===== src/rtl/core_sequencer_if.sv =====
// core_sequencer_if: control bundle between the instruction sequencer and the
// datapath / memory side.
//   master : sequencer view (decoded IR fields and memory/fault status in,
//            check enables, write strobes, memory requests, mux selects out)
//   slave  : datapath / memory / debug view (the reverse directions)
interface core_sequencer_if;

  localparam int unsigned OPC_W = 7;
  localparam int unsigned F3_W  = 3;
  localparam int unsigned SEL_W = 2;

  // Decoded instruction fields and status from the datapath
  logic [OPC_W-1:0] opcode;
  logic [F3_W-1:0]  f3;
  logic             mem_complete_read;
  logic             mem_complete_write;
  logic             exception;
  logic             halt_req;

  // Check enables
  logic             check_mem;
  logic             check_inst;
  logic             check_ialign;
  logic             check_csr;

  // Register write strobes
  logic             write_pc;
  logic             write_ir;
  logic             write_rd;
  logic             write_csr;

  // Memory request and datapath selects
  logic             mem_read;
  logic             mem_write;
  logic             addr_sel;
  logic [SEL_W-1:0] rd_sel;
  logic [SEL_W-1:0] alu_insel1;
  logic [SEL_W-1:0] alu_insel2;

  // Status
  logic             trap_taken;
  logic             halted;

  modport master (
    input  opcode, f3, mem_complete_read, mem_complete_write, exception, halt_req,
    output check_mem, check_inst, check_ialign, check_csr,
           write_pc, write_ir, write_rd, write_csr,
           mem_read, mem_write, addr_sel, rd_sel, alu_insel1, alu_insel2,
           trap_taken, halted
  );

  modport slave (
    output opcode, f3, mem_complete_read, mem_complete_write, exception, halt_req,
    input  check_mem, check_inst, check_ialign, check_csr,
           write_pc, write_ir, write_rd, write_csr,
           mem_read, mem_write, addr_sel, rd_sel, alu_insel1, alu_insel2,
           trap_taken, halted
  );

endinterface


===== src/rtl/core_sequencer.sv =====
// core_sequencer: multi-cycle RV32-style instruction sequencer.
// Walks FETCH -> DECODE -> EXEC [-> MEM_RD | MEM_WR] and retires either back
// to FETCH or into HALTED for debug. Outputs are decoded from the current
// state plus same-cycle inputs (memory completion, exception), so strobes
// line up with the cycle in which the event is seen.
// Ports:
//   clk   : core clock
//   rst_n : asynchronous active-low reset
//   bus   : core_sequencer_if.master (opcode/f3/status in, controls out)
module core_sequencer (
  input  logic             clk,
  input  logic             rst_n,
  core_sequencer_if.master bus
);

  localparam int unsigned SEL_W = 2;
  localparam int unsigned OPC_W = 7;
  localparam int unsigned F3_W  = 3;

  // Major opcodes
  localparam logic [OPC_W-1:0] OPC_OP       = 7'b0110011;
  localparam logic [OPC_W-1:0] OPC_OP_IMM   = 7'b0010011;
  localparam logic [OPC_W-1:0] OPC_LUI      = 7'b0110111;
  localparam logic [OPC_W-1:0] OPC_AUIPC    = 7'b0010111;
  localparam logic [OPC_W-1:0] OPC_JAL      = 7'b1101111;
  localparam logic [OPC_W-1:0] OPC_JALR     = 7'b1100111;
  localparam logic [OPC_W-1:0] OPC_BRANCH   = 7'b1100011;
  localparam logic [OPC_W-1:0] OPC_LOAD     = 7'b0000011;
  localparam logic [OPC_W-1:0] OPC_STORE    = 7'b0100011;
  localparam logic [OPC_W-1:0] OPC_SYSTEM   = 7'b1110011;
  localparam logic [OPC_W-1:0] OPC_MISC_MEM = 7'b0001111;

  // f3 of ECALL/EBREAK; any other SYSTEM f3 is a CSR access
  localparam logic [F3_W-1:0] F3_PRIV = 3'b000;

  // Mux encodings
  localparam logic             ADDR_PC  = 1'b0;
  localparam logic             ADDR_ALU = 1'b1;
  localparam logic [SEL_W-1:0] RD_ALU   = 2'b00;
  localparam logic [SEL_W-1:0] RD_MEM   = 2'b01;
  localparam logic [SEL_W-1:0] RD_PC4   = 2'b10;
  localparam logic [SEL_W-1:0] RD_CSR   = 2'b11;
  localparam logic [SEL_W-1:0] IN1_RS1  = 2'b00;
  localparam logic [SEL_W-1:0] IN1_PC   = 2'b01;
  localparam logic [SEL_W-1:0] IN1_ZERO = 2'b10;
  localparam logic [SEL_W-1:0] IN2_RS2  = 2'b00;
  localparam logic [SEL_W-1:0] IN2_IMM  = 2'b01;

  typedef enum logic [2:0] {
    ST_FETCH   = 3'd0,
    ST_DECODE  = 3'd1,
    ST_EXEC    = 3'd2,
    ST_MEM_RD  = 3'd3,
    ST_MEM_WR  = 3'd4,
    ST_HALTED  = 3'd5
  } state_e;

  typedef struct packed {
    logic             check_mem;
    logic             check_inst;
    logic             check_ialign;
    logic             check_csr;
    logic             write_pc;
    logic             write_ir;
    logic             write_rd;
    logic             write_csr;
    logic             mem_read;
    logic             mem_write;
    logic             addr_sel;
    logic [SEL_W-1:0] rd_sel;
    logic [SEL_W-1:0] alu_insel1;
    logic [SEL_W-1:0] alu_insel2;
    logic             trap_taken;
    logic             halted;
  } ctrl_t;

  state_e state_q, state_d;
  state_e retire_state_c;
  logic   active_q;
  logic   exc_c;
  logic   retire_c;
  ctrl_t  ctrl_c;

  // State register. active_q holds all outputs quiet until the first clock
  // after reset release, so no request is raised while reset is asserted.
  always_ff @(posedge clk or negedge rst_n) begin
    if (!rst_n) begin
      state_q  <= ST_FETCH;
      active_q <= 1'b0;
    end else begin
      state_q  <= state_d;
      active_q <= 1'b1;
    end
  end

  // Next-state and control decode
  always_comb begin
    ctrl_c         = '0;
    state_d        = state_q;
    retire_c       = 1'b0;
    exc_c          = bus.exception && (state_q != ST_HALTED);
    retire_state_c = bus.halt_req ? ST_HALTED : ST_FETCH;

    case (state_q)
      ST_FETCH: begin
        ctrl_c.mem_read  = 1'b1;
        ctrl_c.addr_sel  = ADDR_PC;
        ctrl_c.check_mem = 1'b1;
        if (bus.mem_complete_read && !exc_c) begin
          ctrl_c.write_ir = 1'b1;
          state_d         = ST_DECODE;
        end
      end

      ST_DECODE: begin
        ctrl_c.check_inst = 1'b1;
        state_d           = ST_EXEC;
      end

      ST_EXEC: begin
        // Everything except loads/stores finishes here
        retire_c = 1'b1;
        case (bus.opcode)
          OPC_OP: begin
            ctrl_c.alu_insel1 = IN1_RS1;
            ctrl_c.alu_insel2 = IN2_RS2;
            ctrl_c.rd_sel     = RD_ALU;
            ctrl_c.write_rd   = 1'b1;
            ctrl_c.write_pc   = 1'b1;
          end
          OPC_OP_IMM: begin
            ctrl_c.alu_insel2 = IN2_IMM;
            ctrl_c.write_rd   = 1'b1;
            ctrl_c.write_pc   = 1'b1;
          end
          OPC_LUI: begin
            ctrl_c.alu_insel1 = IN1_ZERO;
            ctrl_c.alu_insel2 = IN2_IMM;
            ctrl_c.write_rd   = 1'b1;
            ctrl_c.write_pc   = 1'b1;
          end
          OPC_AUIPC: begin
            ctrl_c.alu_insel1 = IN1_PC;
            ctrl_c.alu_insel2 = IN2_IMM;
            ctrl_c.write_rd   = 1'b1;
            ctrl_c.write_pc   = 1'b1;
          end
          OPC_JAL: begin
            ctrl_c.alu_insel1   = IN1_PC;
            ctrl_c.alu_insel2   = IN2_IMM;
            ctrl_c.rd_sel       = RD_PC4;
            ctrl_c.write_rd     = 1'b1;
            ctrl_c.write_pc     = 1'b1;
            ctrl_c.check_ialign = 1'b1;
          end
          OPC_JALR: begin
            ctrl_c.alu_insel2   = IN2_IMM;
            ctrl_c.rd_sel       = RD_PC4;
            ctrl_c.write_rd     = 1'b1;
            ctrl_c.write_pc     = 1'b1;
            ctrl_c.check_ialign = 1'b1;
          end
          OPC_BRANCH: begin
            ctrl_c.write_pc     = 1'b1;
            ctrl_c.check_ialign = 1'b1;
          end
          OPC_LOAD: begin
            ctrl_c.alu_insel2 = IN2_IMM;
            retire_c          = 1'b0;
            state_d           = ST_MEM_RD;
          end
          OPC_STORE: begin
            ctrl_c.alu_insel2 = IN2_IMM;
            retire_c          = 1'b0;
            state_d           = ST_MEM_WR;
          end
          OPC_SYSTEM: begin
            ctrl_c.write_pc = 1'b1;
            if (bus.f3 != F3_PRIV) begin
              ctrl_c.check_csr = 1'b1;
              ctrl_c.write_csr = 1'b1;
              ctrl_c.rd_sel    = RD_CSR;
              ctrl_c.write_rd  = 1'b1;
            end
          end
          OPC_MISC_MEM: begin
            ctrl_c.write_pc = 1'b1;
          end
          default: ;
        endcase
      end

      ST_MEM_RD: begin
        // Address selects stay valid for the whole access
        ctrl_c.mem_read   = 1'b1;
        ctrl_c.addr_sel   = ADDR_ALU;
        ctrl_c.check_mem  = 1'b1;
        ctrl_c.alu_insel1 = IN1_RS1;
        ctrl_c.alu_insel2 = IN2_IMM;
        if (bus.mem_complete_read && !exc_c) begin
          ctrl_c.rd_sel   = RD_MEM;
          ctrl_c.write_rd = 1'b1;
          ctrl_c.write_pc = 1'b1;
          retire_c        = 1'b1;
        end
      end

      ST_MEM_WR: begin
        ctrl_c.mem_write  = 1'b1;
        ctrl_c.addr_sel   = ADDR_ALU;
        ctrl_c.check_mem  = 1'b1;
        ctrl_c.alu_insel1 = IN1_RS1;
        ctrl_c.alu_insel2 = IN2_IMM;
        if (bus.mem_complete_write && !exc_c) begin
          ctrl_c.write_pc = 1'b1;
          retire_c        = 1'b1;
        end
      end

      ST_HALTED: begin
        ctrl_c.halted = 1'b1;
        if (!bus.halt_req) begin
          state_d = ST_FETCH;
        end
      end

      default: begin
        state_d = ST_FETCH;
      end
    endcase

    // A fault aborts the instruction: suppress all register writes and retire
    if (exc_c) begin
      ctrl_c.write_pc   = 1'b0;
      ctrl_c.write_ir   = 1'b0;
      ctrl_c.write_rd   = 1'b0;
      ctrl_c.write_csr  = 1'b0;
      ctrl_c.trap_taken = 1'b1;
      retire_c          = 1'b1;
    end

    if (retire_c) begin
      state_d = retire_state_c;
    end

    // Quiet cycle straight out of reset: no requests, no state movement
    if (!active_q) begin
      ctrl_c  = '0;
      state_d = state_q;
    end
  end

  assign bus.check_mem    = ctrl_c.check_mem;
  assign bus.check_inst   = ctrl_c.check_inst;
  assign bus.check_ialign = ctrl_c.check_ialign;
  assign bus.check_csr    = ctrl_c.check_csr;
  assign bus.write_pc     = ctrl_c.write_pc;
  assign bus.write_ir     = ctrl_c.write_ir;
  assign bus.write_rd     = ctrl_c.write_rd;
  assign bus.write_csr    = ctrl_c.write_csr;
  assign bus.mem_read     = ctrl_c.mem_read;
  assign bus.mem_write    = ctrl_c.mem_write;
  assign bus.addr_sel     = ctrl_c.addr_sel;
  assign bus.rd_sel       = ctrl_c.rd_sel;
  assign bus.alu_insel1   = ctrl_c.alu_insel1;
  assign bus.alu_insel2   = ctrl_c.alu_insel2;
  assign bus.trap_taken   = ctrl_c.trap_taken;
  assign bus.halted       = ctrl_c.halted;

endmodule


===== src/flat_wrapper.sv =====
// flat-port wrapper written by rule: the top's interface ports become plain ports
module core_sequencer_flat 
  (clk, rst_n, bus_opcode, bus_f3, bus_mem_complete_read, bus_mem_complete_write, bus_exception, bus_halt_req, bus_check_mem, bus_check_inst, bus_check_ialign, bus_check_csr, bus_write_pc, bus_write_ir, bus_write_rd, bus_write_csr, bus_mem_read, bus_mem_write, bus_addr_sel, bus_rd_sel, bus_alu_insel1, bus_alu_insel2, bus_trap_taken, bus_halted);
  core_sequencer_if bus_i ();
  input  logic clk;
  input  logic rst_n;
  input wire logic [$bits(bus_i.opcode)-1:0] bus_opcode;
  input wire logic [$bits(bus_i.f3)-1:0] bus_f3;
  input wire logic [$bits(bus_i.mem_complete_read)-1:0] bus_mem_complete_read;
  input wire logic [$bits(bus_i.mem_complete_write)-1:0] bus_mem_complete_write;
  input wire logic [$bits(bus_i.exception)-1:0] bus_exception;
  input wire logic [$bits(bus_i.halt_req)-1:0] bus_halt_req;
  output wire logic [$bits(bus_i.check_mem)-1:0] bus_check_mem;
  output wire logic [$bits(bus_i.check_inst)-1:0] bus_check_inst;
  output wire logic [$bits(bus_i.check_ialign)-1:0] bus_check_ialign;
  output wire logic [$bits(bus_i.check_csr)-1:0] bus_check_csr;
  output wire logic [$bits(bus_i.write_pc)-1:0] bus_write_pc;
  output wire logic [$bits(bus_i.write_ir)-1:0] bus_write_ir;
  output wire logic [$bits(bus_i.write_rd)-1:0] bus_write_rd;
  output wire logic [$bits(bus_i.write_csr)-1:0] bus_write_csr;
  output wire logic [$bits(bus_i.mem_read)-1:0] bus_mem_read;
  output wire logic [$bits(bus_i.mem_write)-1:0] bus_mem_write;
  output wire logic [$bits(bus_i.addr_sel)-1:0] bus_addr_sel;
  output wire logic [$bits(bus_i.rd_sel)-1:0] bus_rd_sel;
  output wire logic [$bits(bus_i.alu_insel1)-1:0] bus_alu_insel1;
  output wire logic [$bits(bus_i.alu_insel2)-1:0] bus_alu_insel2;
  output wire logic [$bits(bus_i.trap_taken)-1:0] bus_trap_taken;
  output wire logic [$bits(bus_i.halted)-1:0] bus_halted;
  assign bus_i.opcode = bus_opcode;
  assign bus_i.f3 = bus_f3;
  assign bus_i.mem_complete_read = bus_mem_complete_read;
  assign bus_i.mem_complete_write = bus_mem_complete_write;
  assign bus_i.exception = bus_exception;
  assign bus_i.halt_req = bus_halt_req;
  assign bus_check_mem = bus_i.check_mem;
  assign bus_check_inst = bus_i.check_inst;
  assign bus_check_ialign = bus_i.check_ialign;
  assign bus_check_csr = bus_i.check_csr;
  assign bus_write_pc = bus_i.write_pc;
  assign bus_write_ir = bus_i.write_ir;
  assign bus_write_rd = bus_i.write_rd;
  assign bus_write_csr = bus_i.write_csr;
  assign bus_mem_read = bus_i.mem_read;
  assign bus_mem_write = bus_i.mem_write;
  assign bus_addr_sel = bus_i.addr_sel;
  assign bus_rd_sel = bus_i.rd_sel;
  assign bus_alu_insel1 = bus_i.alu_insel1;
  assign bus_alu_insel2 = bus_i.alu_insel2;
  assign bus_trap_taken = bus_i.trap_taken;
  assign bus_halted = bus_i.halted;
  core_sequencer u_core (.clk(clk), .rst_n(rst_n), .bus(bus_i));
endmodule

===== config.mk =====
export PLATFORM = sky130hd
export DESIGN_NAME = core_sequencer_flat
export DESIGN_NICKNAME = d
export VERILOG_FILES = /design/src/rtl/core_sequencer_if.sv /design/src/rtl/core_sequencer.sv /design/src/flat_wrapper.sv
export SDC_FILE = /design/constraint.sdc
export NUM_CORES = 1
export LEC_CHECK = 0
export ABC_AREA = 1
export CORE_AREA = 2 2 39 41
export DETAILED_ROUTE_END_ITERATION = 12
export DIE_AREA = 0 0 41 43
export DONT_BUFFER_PORTS = 1
export GPL_ROUTABILITY_DRIVEN = 0
export PLACE_DENSITY_LB_ADDON = 0.2
export SYNTH_ARGS = -nofsm -noshare
export SYNTH_HDL_FRONTEND = slang
export SYNTH_SLANG_ARGS = --single-unit

===== constraint.sdc =====
create_clock -name clk -period 1.5 [get_ports clk]
set_input_delay 0.15 -clock clk [delete_from_list [all_inputs] [get_ports clk]]
set_output_delay 0.15 -clock clk [all_outputs]
set_load 0.005 [all_outputs]

==> results.toml <==
[final_layout]
drive_gt1_frac = 0.396
stdcell_count = 165
layout.nets = 167
area_growth_pct = 43.1
fill_cells = 124
final_util = 0.712
antenna_cells = 0

[sta]
worst_slack_ns = -0.0542
max_freq_ghz = 0.643
skew_ns = 0.00262
drv_slew = 0
holdWs_ns = 0.181
post-route-period-util = 1.04
setup_viol = 7
worst_slew_pin_slew_ns = 0.778
min_period_ns = 1.55
setup_tns_ns = -0.159
finalHoldViolCount = 0
rsz0062_at_grt = "yes"
relSlewSlack = 0.477

[worst_hold_path]
hp-class = "input pin to flop"
min_to = "u_core.state_q[0]$_DFFE_PN0P_"
worstHoldStart = "bus_halt_req"
hold_depth = 4

[die]
dieHeight_um = 43
die_w_um = 41
rows = 14
ioPinCount = 35
initial_core_util = 0.497
core_sq_um = 1380
fp.dieArea_sq_um = 1760

[setup_path]
endpoint_kind = "flop"
crit_type = "flop to flop"
cp-start-kind = "flop"
timing.rr.end = "u_core.state_q[2]$_DFFE_PN0P_"
reg2reg_from = "u_core.state_q[0]$_DFFE_PN0P_"
r2r_cells = 11
rrSetupSlack_ns = -0.05
worstPathMaxFanout = 7
cp.arrival_ns = 1.72
crit_required_ns = 1.66

[logic_synthesis]
synth_compound_area_frac = 0.109
synth_top_area_share = 0.213
yosysWarnings = 0
synth_nets = 147
ys_seq_area_frac = 0.145
ys_types = 27
syn_area_sq_um = 688
synthArstFlopShare = 1.00
synthFlopType = "dfrtp_1"
synthMuxAreaShare = 0
synthSimpleGateAreaFrac = 0.625
synth_cells = 131
synth_edf_count = 0
syn_area_per_cell_sq_um = 5.25
synth_largest_area_cell = "nand2_1"
synth_area_leaders = "nand2_1, nor2_1, dfrtp_1, inv_1, nand3_1"
synth-seq-cells = 4
synth_top_family_by_area = "simple AND/OR/NAND/NOR gates"
synth-adder-area-share = 0
synthXorXnorAreaFrac = 0

[power]
power_mw = 1.39
p_leak_nw = 0.477
power_density_nw_per_um2 = 1410
p_seq_frac = 0.185
intPower_mw = 0.665
ir_drop_uv = 1150
netSwitchingFraction = 0.520
p_sw_mw = 0.722
clock_power_share = 0.095
p_comb_frac = 0.720

[placement]
placed_cells = 146
dp_hpwl_um = 1420
port_buffers = 0

[cts]
cts_sinks = 4
cts-htree-levels = 1
clock_path_buffers = 2
cts_root_buffer = "clkbuf_4"
cts_made_buffers = 3
clkLatencyLatePin_ns = 0.23
clk_pin_slew_ns = 0.04
cts_tree = "yes"

[grt]
grt_overflow = 0
grt_max_degree = 10
antenna_found_initial = 0
grt_usage = 0.269
grt_pass1_vias = 790
grt_first_pass_wirelength_um = 3190

[route]
vias_per_cell = 5.48
drc = 0
wl_per_cell_um = 13.6
vias = 905
drt-initial-drc-count = 34
drtAntennaViolNets = 0
drt_wl_total_um = 2250
first_pass_iters = 5

[run]
drv_cap = 0

[run_status]
outcome = "complete, but fails checks"
violations = "negative setup slack"
[critical path: stages (launching register included)]
cell	delay, ns
dfrtp_2	0.47
nand2_1	0.09
inv_1	0.04
nand4_1	0.09
buf_6	0.13
nand2_4	0.05
buf_6	0.11
nor2_4	0.19
nand2_1	0.09
nand2_1	0.08
nand2_1	0.07
nand2_1	0.08
[per-stage QoR]
| stage | cell area (sq um) | setup slack, ns |
|---|---|---|
| after CTS | 848 | -0.0695 |
| after detailed placement | 701 | -0.0108 |
| final | 985 | -0.0542 |
| after global placement | 701 | 0.00540 |
| after global routing | 985 | -0.119 |
| after floorplan | 688 | 0.175 |
[sequential cells by signal (all words and copies together) (netlist names)]
name / flops
u_core.state_q: 3
u_core.active_q: 1
[cells in the mapped netlist, types with 2 or more instances]
| library cell | count |
|---|---|
| inv_2 | 3 |
| a21oi_1 | 6 |
| nand2_4 | 2 |
| nor2_1 | 27 |
| nand2_1 | 39 |
| o21ai_1 | 2 |
| inv_1 | 14 |
| nand2_2 | 3 |
| dfrtp_1 | 4 |
| nor3_1 | 3 |
| nand4_1 | 2 |
| nand3_1 | 10 |
| conb_1 | 2 |
[routing by layer]
| metal | vias up | global-route usage | share of wire |
|---|---|---|---|
| met1 | 406 | 0.305 | 0.37 |
| li1 | 449 | - | - |
| met5 | - | 0 | 0 |
| met4 | 0 | 0.173 | 0.029 |
| met3 | 10 | 0.0838 | 0.082 |
| met2 | 40 | 0.409 | 0.52 |
[power by group through the flow]
| stage | sequential (mW) | combinational (mW) | clock (mW) |
|---|---|---|---|
| floorplan | 0.214 | 0.501 | 0 |
| global placement | 0.227 | 0.591 | 0 |
| detailed placement | 0.226 | 0.591 | 0 |
| CTS | 0.244 | 0.748 | 0.137 |
| global route | 0.268 | 1.08 | 0.151 |
| finish | 0.257 | 0.999 | 0.131 |
[logic make-up (layout without fill, tap and decap cells)]
| logic type | count (synthesis) | in the layout |
|---|---|---|
| buffers and inverters | 19 | 37 |
| flip-flops | 4 | 4 |
| AND/OR/NAND/NOR | 93 | 93 |
| other | 2 | 2 |
| AO/OA/AOI/OAI | 13 | 13 |
[worst max path at each step]
stage / start / end / slack (ns) / cells past startpoint
3_3_place_gp: u_core.state_q[0]$_DFFE_PN0P_ / bus_write_csr / 0.005 / 3
3_5_place_dp: u_core.state_q[0]$_DFFE_PN0P_ / bus_write_csr / -0.01 / 3
2_1_floorplan: u_core.state_q[0]$_DFFE_PN0P_ / u_core.state_q[0]$_DFFE_PN0P_ / 0.18 / 10
6_report: u_core.state_q[0]$_DFFE_PN0P_ / u_core.state_q[2]$_DFFE_PN0P_ / -0.05 / 11
4_1_cts: u_core.state_q[1]$_DFFE_PN0P_ / bus_write_csr / -0.07 / 4
5_1_grt: u_core.state_q[0]$_DFFE_PN0P_ / bus_alu_insel2[0] / -0.12 / 7
[placed cells by master, fill, tap and decap left out]
| master | netlist | routed |
|---|---|---|
| a21oi_1 | 6 | 3 |
| a21oi_2 | 1 | 3 |
| a21oi_4 | 0 | 1 |
| and2_4 | 0 | 1 |
| buf_4 | 1 | 11 |
| buf_6 | 0 | 4 |
| clkbuf_4 | 0 | 3 |
| clkinv_2 | 0 | 1 |
| conb_1 | 2 | 2 |
| dfrtp_2 | 0 | 4 |
| dlygate4sd3_1 | 0 | 1 |
| inv_1 | 14 | 11 |
| inv_2 | 3 | 4 |
| inv_4 | 0 | 2 |
| nand2_1 | 39 | 31 |
| nand2_2 | 3 | 7 |
| nand2_4 | 2 | 6 |
| nand3_1 | 10 | 9 |
| nand3_2 | 1 | 2 |
| nand4_1 | 2 | 2 |
| nor2_1 | 27 | 23 |
| nor2_2 | 1 | 2 |
| nor2_4 | 1 | 4 |
| nor3_1 | 3 | 1 |
| nor3_2 | 0 | 2 |
| nor3_4 | 1 | 1 |
| nor3b_4 | 0 | 1 |
| o211ai_1 | 1 | 1 |
| o21ai_0 | 1 | 1 |
| o21ai_1 | 2 | 2 |
| o22ai_1 | 1 | 1 |
| o31ai_1 | 1 | 1 |
| or2_1 | 1 | 1 |
[timing repair]
item | CTS | global route
pin swaps | 10 | 8
setup buffers | 9 | 6
hold buffers | 1 | 0
hold endpoints to repair | 4 | 0
gates resized for setup | 16 | 27
endpoints found under the setup margin | 13 | 16
[cell type report]
type | instances | area (sq um) | share of cell area
Clock buffer | 3 | 22.5 | 0.0229
Timing Repair Buffer | 16 | 138 | 0.140
Sequential cell | 4 | 105 | 0.107
Tap cell | 16 | 20.0 | 0.0203
Multi-Input combinational cell | 108 | 626 | 0.635
Inverter | 18 | 73.8 | 0.0750
Note: power is estimated with default switching activity, not from simulation.
